<file path="config.mk">
export PLATFORM = sky130hd
export DESIGN_NAME = cdb_rr_arbiter
export DESIGN_NICKNAME = d
export VERILOG_FILES = /design/src/rtl/cdb_rr_arbiter_pkg.sv /design/src/rtl/cdb_rr_arbiter_rr_priority_pick.sv /design/src/rtl/cdb_rr_arbiter.sv
export SDC_FILE = /design/constraint.sdc
export NUM_CORES = 1
export LEC_CHECK = 0
export ABC_AREA = 1
export BUFFER_PORTS_ARGS = -buffer_cell sky130_fd_sc_hd__buf_2
export CORE_ASPECT_RATIO = 0.6
export CORE_MARGIN = 2
export CORE_UTILIZATION = 48
export CTS_CLUSTER_DIAMETER = 120
export DETAILED_ROUTE_END_ITERATION = 10
export PLACE_DENSITY_LB_ADDON = 0.3
export RECOVER_POWER = 50
export SLEW_MARGIN = 20
export SYNTH_ARGS = -nofsm -noshare
export SYNTH_HDL_FRONTEND = slang
export SYNTH_SLANG_ARGS = --single-unit
</file>
<file path="constraint.sdc">
create_clock -name clock -period 10.7 [get_ports clock]
set_input_delay 2.675 -clock clock [delete_from_list [all_inputs] [get_ports clock]]
set_output_delay 2.675 -clock clock [all_outputs]
set_load 0.02 [all_outputs]
</file>
<file path="src/rtl/cdb_rr_arbiter_pkg.sv">
// Purpose: shared CDB types and default sizing for the arbiter and the CDB_PACKET consumers.
// Latency: n/a (types, constants and a pure helper function only).
// Backpressure: n/a.
package cdb_rr_arbiter_pkg;

  localparam int CDB_NUM_FU   = 5;
  localparam int CDB_TAG_W    = 5;
  localparam int CDB_XLEN     = 32;
  localparam int CDB_STAT_W   = 32;
  localparam int CDB_FU_IDX_W = $clog2(CDB_NUM_FU);

  // One FU's pending result as seen on the CDB request side.
  typedef struct packed {
    logic                 valid;
    logic [CDB_TAG_W-1:0] rob_tag;
    logic [CDB_XLEN-1:0]  value;
  } CDB_ARB_REQ;

  // Round-robin successor: the FU after the winner gets top priority next.
  function automatic int rr_next(input int idx, input int n);
    return (idx == n - 1) ? 0 : idx + 1;
  endfunction

endpackage

</file>
<file path="src/rtl/cdb_rr_arbiter_rr_priority_pick.sv">
// Purpose: round-robin pick - rotate req by ptr, fixed-priority encode, rotate back.
// Latency: purely combinational.
// Backpressure: none; reports the winner of the current request vector.
// Ports: req (request vector), ptr (highest-priority index),
//        grant (one-hot winner), grant_idx (winner index), any (some request present).
module rr_priority_pick #(
  parameter int  NUM_FU = 5,
  localparam int IDX_W  = (NUM_FU > 1) ? $clog2(NUM_FU) : 1
) (
  input  logic [NUM_FU-1:0] req,
  input  logic [IDX_W-1:0]  ptr,
  output logic [NUM_FU-1:0] grant,
  output logic [IDX_W-1:0]  grant_idx,
  output logic              any
);

  logic [NUM_FU-1:0] req_rot;
  int                first_j;

  // req_rot[0] is the FU at ptr, req_rot[1] the one after it, and so on.
  always_comb begin
    req_rot = '0;
    for (int j = 0; j < NUM_FU; j++) begin
      req_rot[j] = req[(j + int'(ptr)) % NUM_FU];
    end
  end

  always_comb begin
    first_j = 0;
    any     = 1'b0;
    for (int j = 0; j < NUM_FU; j++) begin
      if (!any && req_rot[j]) begin
        any     = 1'b1;
        first_j = j;
      end
    end
    grant_idx = IDX_W'((first_j + int'(ptr)) % NUM_FU);
    grant     = any ? (NUM_FU'(1) << grant_idx) : '0;
  end

endmodule

</file>
<file path="src/rtl/cdb_rr_arbiter.sv">
// Purpose: round-robin arbiter sharing the single CDB among the ex-stage FUs.
// Latency: ack combinational in the request cycle; cdb_* broadcast registered, 1 cycle later.
// Backpressure: losers keep req asserted until acked; squash/reset suppress all acks.
// Ports: clock, reset (sync, active-high), squash; req/req_tag/req_value per FU;
//        ack (one-hot grant); cdb_valid/cdb_tag/cdb_value/cdb_fu_idx (registered broadcast).
// Option: define CDB_ARB_STATS_EN to add stat_grants/stat_stall/stat_idle saturating counters.
module cdb_rr_arbiter
  import cdb_rr_arbiter_pkg::*;
#(
  parameter int  NUM_FU   = CDB_NUM_FU,
  parameter int  TAG_W    = CDB_TAG_W,
  parameter int  XLEN     = CDB_XLEN,
`ifdef CDB_ARB_STATS_EN
  parameter int  STAT_W   = CDB_STAT_W,
`endif
  localparam int FU_IDX_W = (NUM_FU > 1) ? $clog2(NUM_FU) : 1
) (
  input  logic                    clock,
  input  logic                    reset,
  input  logic                    squash,
  input  logic [NUM_FU-1:0]       req,
  input  logic [NUM_FU*TAG_W-1:0] req_tag,
  input  logic [NUM_FU*XLEN-1:0]  req_value,
  output logic [NUM_FU-1:0]       ack,
  output logic                    cdb_valid,
  output logic [TAG_W-1:0]        cdb_tag,
  output logic [XLEN-1:0]         cdb_value,
  output logic [FU_IDX_W-1:0]     cdb_fu_idx
`ifdef CDB_ARB_STATS_EN
  ,
  output logic [NUM_FU*STAT_W-1:0] stat_grants,
  output logic [STAT_W-1:0]        stat_stall,
  output logic [STAT_W-1:0]        stat_idle
`endif
);

  logic [FU_IDX_W-1:0] rr_ptr;
  logic [NUM_FU-1:0]   pick_grant;
  logic [FU_IDX_W-1:0] pick_idx;
  logic                pick_any;
  logic                grant_en;

  rr_priority_pick #(.NUM_FU(NUM_FU)) u_pick (
    .req       (req),
    .ptr       (rr_ptr),
    .grant     (pick_grant),
    .grant_idx (pick_idx),
    .any       (pick_any)
  );

  // A grant only happens when the bus is not being flushed or reset.
  assign grant_en = pick_any && !squash && !reset;
  assign ack      = grant_en ? pick_grant : '0;

  always_ff @(posedge clock) begin
    if (reset) begin
      rr_ptr     <= '0;
      cdb_valid  <= 1'b0;
      cdb_tag    <= '0;
      cdb_value  <= '0;
      cdb_fu_idx <= '0;
    end else begin
      // Valid clears on squash or idle; payload holds its last value.
      cdb_valid <= grant_en;
      if (grant_en) begin
        cdb_tag    <= req_tag[int'(pick_idx)*TAG_W +: TAG_W];
        cdb_value  <= req_value[int'(pick_idx)*XLEN +: XLEN];
        cdb_fu_idx <= pick_idx;
        rr_ptr     <= FU_IDX_W'(rr_next(int'(pick_idx), NUM_FU));
      end
    end
  end

`ifdef CDB_ARB_STATS_EN
  always_ff @(posedge clock) begin
    if (reset) begin
      stat_grants <= '0;
      stat_stall  <= '0;
      stat_idle   <= '0;
    end else begin
      for (int i = 0; i < NUM_FU; i++) begin
        if (ack[i] && (stat_grants[i*STAT_W +: STAT_W] != '1)) begin
          stat_grants[i*STAT_W +: STAT_W] <= stat_grants[i*STAT_W +: STAT_W] + STAT_W'(1);
        end
      end
      // A stall cycle is one where at least one requester had to lose.
      if (!squash && ($countones(req) >= 2) && (stat_stall != '1)) begin
        stat_stall <= stat_stall + STAT_W'(1);
      end
      if ((req == '0) && (stat_idle != '1)) begin
        stat_idle <= stat_idle + STAT_W'(1);
      end
    end
  end
`endif

endmodule

</file>
==> flow_summary.ini, run 1 <==
[synth]
synth_compound_area_frac = 0.03880
synth-seq-cells = 44
yosys_warnings = 0
ys_seq_area_frac = 0.1785
synthAdderAreaFrac = 0.08521
post_synth_num_cell_types = 36
syn-cell-area_um2 = 4933
synth_cells = 883
synth_top_family_by_area = simple AND/OR/NAND/NOR gates
syn_nets = 1109
synth.area.mux_share = 0
postSynthAreaPerCell_um2 = 5.587
synth_xor_xnor_area_share = 0.01572
synth-simple-area-share = 0.5858

[sta]
tightestPinTransition_ns = 1.812
clock-skew-final_ns = 0.007465
rsz0062_at_grt = false
final.setup.tns_ns = 0
fin_crit_ns = 9.900
min_period_over_period = 0.9252
maxSlewViolCount = 43
setup_viol = 0
relSlewSlack = -0.2117
hold_violations = 0
clock.fmax_mhz = 101.0

[grt]
track_usage = 0.2958
grt_overflow = 0
grt_pass1_vias = 5135
grt_max_degree = 68
antenna_found_initial = 1
grt_pass1_wl_um = 25950

[critical_path]
critPathCaptureType = primary output
crit_path_frequent_cell = nand2_1
criticalPathCategory = register to primary output
cp_max_fo = 12
cp.arrival_ns = 7.23
cp-start-kind = register
max_stage_delay_ns = 0.48
required_ns = 8.03
cpMaxStageDelayCell = dfxtp_2

[route]
vias = 6350
dr.first_iter.drc_count = 486
wirelength_um = 17480
wire_per_inst_um = 14.27
drc = 0
dr.pass1.iters = 5
postRouteAntennaNets = 0
viasPerCell = 5.184

[clock_network]
numClockSinks = 44
cts_tree = built
cts.clk_slew.worst_paths_ns = 0.06
clk-insertion-delay-late_ns = 0.29
clock_path_buffers = 2
clockRootBuffer = clkbuf_16
cts_buffers = 5
cts_max_level = 2

[floorplan]
fp.coreArea_um2 = 9915
rows = 28
dieArea_um2 = 11130
start_util = 0.4976
io_pins = 239
die_w_um = 134.9
die-height_um = 82.53

[placement]
hpwl_um = 12940
portBuffers = 238
gp_congestion = 0.9118

[final_layout]
final_net_count = 1315
drive_gt1_frac = 0.2202
area_delta_synth_final_pct = 27.34
diodes = 0

[status]
violations = max-capacitance violations, max-slew violations
status = finished, violations left

[min_path]
hold_class = register to register

[job]
drv_cap = 1
## layout make-up
cell class              count  area, µm²
fillers                   998       3632
multi-input cells         731       3598
repair buffers            253       1252
flip-flops and latches     44      882.1
inverters                  54      202.7
well taps                 135      168.9
clock buffers               6      138.9
clock inverters             2      38.79
## worst paths after layout
path                 from           end  slack, ns  cells after the start
min          cdb_value[1]  cdb_value[1]       0.48                      2
min reg2reg  cdb_value[1]  cdb_value[1]       0.48                      2
max reg2reg     rr_ptr[1]  cdb_value[0]       2.79                     45
max             rr_ptr[1]        ack[3]       0.80                     41
## routing by layer
metal	share of wire	vias up	track usage
met5	0	-	0
met4	0.0061	0	0.03579
met3	0.096	14	0.05372
met2	0.43	295	0.4746
met1	0.47	2778	0.4260
li1	-	3263	-
## metrics by stage
stage / cell area (µm²) / worst slack (ns) / hold slack [ns] / std cells / utilization
6_report: 6282 / 0.7999 / 0.4819 / 1225 / 0.6336
2_1_floorplan: 4933 / 1.517 / 0.5538 / 883 / -
3_5_place_dp: 6137 / 0.8653 / 0.4605 / 1214 / 0.6190
5_1_grt: 6282 / 0.07412 / 0.4997 / 1225 / 0.6336
3_3_place_gp: 6137 / 1.054 / 0.4506 / 1214 / 0.6190
4_1_cts: 6315 / 0.5400 / 0.4764 / 1222 / 0.6369
## synth_stat cells, drive strengths merged
master  count  area share
a211o       1      0.0018
or2         2      0.0025
o211ai      3      0.0046
clkinv      2      0.0015
clkbuf     21       0.016
a21oi       5      0.0058
nand2     326        0.25
dfxtp      44        0.18
inv        52       0.040
xor2        5      0.0089
nor4        1      0.0013
nor2      102       0.078
o21ai      17       0.019
a31oi       4      0.0051
nand3b     39       0.059
nor3        2      0.0043
o31ai       1      0.0015
fa          1      0.0041
ha         32       0.081
nand3     184        0.19
o22ai       1      0.0013
xnor2       3      0.0068
nand4       2      0.0025
buf        33       0.039
## layout by cell type, fill, tap and decap left out, types with 4 or more instances in the layout
cell       count
nand2_1      322
buf_2        197
nand3_1      183
nor2_1       101
inv_1         47
dfxtp_1       43
clkbuf_1      41
nand3b_1      39
ha_1          32
buf_4         15
o21ai_0       11
inv_2          5
xor2_1         5
clkbuf_16      5
a21oi_1        4
nand2_2        4
a31oi_1        4
## state kept, by name, summed over array words and instances (netlist names)
signal and flops:
cdb_fu_idx 3, cdb_value 32, cdb_tag 5, cdb_valid 1
rr_ptr 3
## logic make-up after synthesis
logic type,count (synthesis)
buffers and inverters,108
DFF,44
adders and majority gates,33
AOI/OAI and AO/OA,32
xor gates and xnor gates,8
and+or+nand+nor,658
## worst max-delay path, delay by kind of cell (launching register included)
kind	cells	cell delay, ns
and+or+nand+nor	21	2.11
DFF	1	0.48
AOI/OAI and AO/OA	2	0.30
adders and majority gates	9	2.35
xor gates and xnor gates	3	0.82
buffers and inverters	6	0.84
## repair_timing
action | 4_1_cts | 5_1_grt
setup endpoints to repair | 0 | 5
hold buffers | 0 | 0
setup buffers | 0 | 3
resized for setup | 0 | 1
Power of run 1 is not shown: default switching activity piles up to over one toggle a cycle in this logic, so the estimate is an artifact.
==> run 2: changes to the inputs <==
==> constraint.sdc (replaced) <==
create_clock -name clock -period 10.7 [get_ports clock]
set_input_delay 1.605 -clock clock [delete_from_list [all_inputs] [get_ports clock]]
set_output_delay 1.605 -clock clock [all_outputs]
set_load 0.02 [all_outputs]
==> run 2 against run 1 <==
The flow still finishes with violations (max-capacitance violations, max-slew violations); clock skew fell by 0.0049 ns; routed wire length rose by 0.70%; first-iteration DRC count fell by 16%; clock-buffer cell count fell by 1; critical path depth did not move; final cell count fell by 0.24%; hold slack got worse by 0.0014 ns; sequential cell count did not move; fmax rose by 4.4%; via count rose by 1.7%; non-clock buffer count fell by 3; cell area fell by 0.48%.
==> flow_summary.ini, run 2 (synthesis results as in run 1) <==
[placement]
gp_congestion = 0.9507
portBuffers = 238
hpwl_um = 13270

[floorplan]
fp.coreArea_um2 = 9915
die_w_um = 134.9
dieArea_um2 = 11130
die-height_um = 82.53
start_util = 0.4976
io_pins = 239
rows = 28

[clock_network]
ctsHoldBuffers = 0
post_cts_resized = 0
cts_max_level = 2
clk-insertion-delay-late_ns = 0.29
cts.clk_slew.worst_paths_ns = 0.07
cts_buffers = 5
cts_setup_buffers = 0
clockRootBuffer = clkbuf_16
numClockSinks = 44
cts_tree = built
clock_path_buffers = 2

[sta]
maxSlewViolCount = 43
final.setup.tns_ns = 0
rsz0062_at_grt = false
clock-skew-final_ns = 0.002614
clock.fmax_mhz = 105.4
fin_crit_ns = 9.487
min_period_over_period = 0.8866
setup_viol = 0
tightestPinTransition_ns = 1.739
relSlewSlack = -0.1624
hold_violations = 0

[final_layout]
layout_commonest_cell = nand2_1
fillers = 1053
largest_reg_flops = 32
diodes = 0
regMostFlops = cdb_value
final_net_count = 1312
area_delta_synth_final_pct = 26.73
final_cell_mix = nand2_1, buf_2, nand3_1, nor2_1, inv_1
top_regs = cdb_value x32, cdb_tag x5
drive_gt1_frac = 0.2162

[critical_path]
r2r_cells = 45
r2r_setup_slack_ns = 2.13
r2r-end = cdb_value[0]
crit_path_frequent_cell = nand2_1
r2r-start = rr_ptr[1]
criticalPathCategory = register to primary output
cp_max_fo = 26
cp.arrival_ns = 7.88
max_stage_delay_ns = 0.64
cp-start-kind = register
cpMaxStageDelayCell = dfxtp_1
required_ns = 9.10
critPathCaptureType = primary output

[grt]
grt_pass1_wl_um = 26240
busiest_layer = met2
grt_max_degree = 65
grt_pass1_vias = 5155
grt_use_met3 = 0.06471
grt_overflow = 0
track_usage = 0.2970
grtUsageMet1 = 0.4266
met2_usage = 0.4655
antenna_found_initial = 0

[route]
wirelength_um = 17610
vias = 6455
dr.pass1.iters = 7
wire_per_inst_um = 14.41
viasPerCell = 5.282
drc = 0
postRouteAntennaNets = 0
dr.first_iter.drc_count = 410

[status]
violations = max-capacitance violations, max-slew violations
status = finished, violations left

[job]
drv_cap = 1

[min_path]
hold_class = register to register
hold_path.startpoint = cdb_tag[2]
min_path_cells = 2
hold_end = cdb_tag[2]
run 2: cell count changes in the layout (fill, tap and decap cells not counted):
cell        before  now
inv_6            0    1
inv_1           47   48
buf_4           15   12
dfxtp_1         43   44
inv_2            5    4
clkinvlp_4       0    1
clkinv_4         1    0
clkbuf_8         1    0
dfxtp_2          1    0
run 2: how the worst max path moves through the flow:
stage              start  endpoint  cells after the start
2_1_floorplan  rr_ptr[0]    ack[3]                     42
3_3_place_gp   rr_ptr[1]    ack[3]                     41
3_5_place_dp   rr_ptr[1]    ack[3]                     41
4_1_cts        rr_ptr[1]    ack[3]                     41
5_1_grt        rr_ptr[1]    ack[4]                     41
6_report       rr_ptr[1]    ack[4]                     41
run 2: per-layer routing:
metal | wire length (µm) | vias up
li1 | - | 3249
met1 | 8040 | 2894
met2 | 7516 | 300
met3 | 1884 | 12
met4 | 163 | 0
met5 | 0 | -
run 2: critical path: cells and delay by family, from the launching register on:
kind / cells / cell delay, ns
adders and majority gates: 8 / 2.31
and+or+nand+nor: 21 / 2.18
buffers and inverters: 6 / 1.25
xor gates and xnor gates: 3 / 0.81
DFF: 1 / 0.64
AOI/OAI and AO/OA: 3 / 0.37
run 2: final cells by class:
class                           instances  area (µm²)  share of cell area
Clock inverter                          3       46.29            0.007404
Clock buffer                            5       125.1             0.02001
Inverter                               54       202.7             0.03242
Tap cell                              135       168.9             0.02702
Sequential cell                        44       880.8              0.1409
Multi-Input combinational cell        731        3598              0.5755
Timing Repair Buffer                  250        1230              0.1967
run 2: through the flow:
stage                     cell area [µm²]    util  hold slack [ns]  setup slack, ns  instances
after floorplan                      4933       -           0.5538            2.587        883
after global placement               6137  0.6190           0.4570            1.809       1214
after CTS                            6309  0.6363           0.4809            1.263       1222
after global routing                 6252  0.6306           0.4994           0.5457       1222
after detailed placement             6137  0.6190           0.4648            1.581       1214
final                                6252  0.6306           0.4805            1.213       1222
Power of run 2 is left out for the same reason.
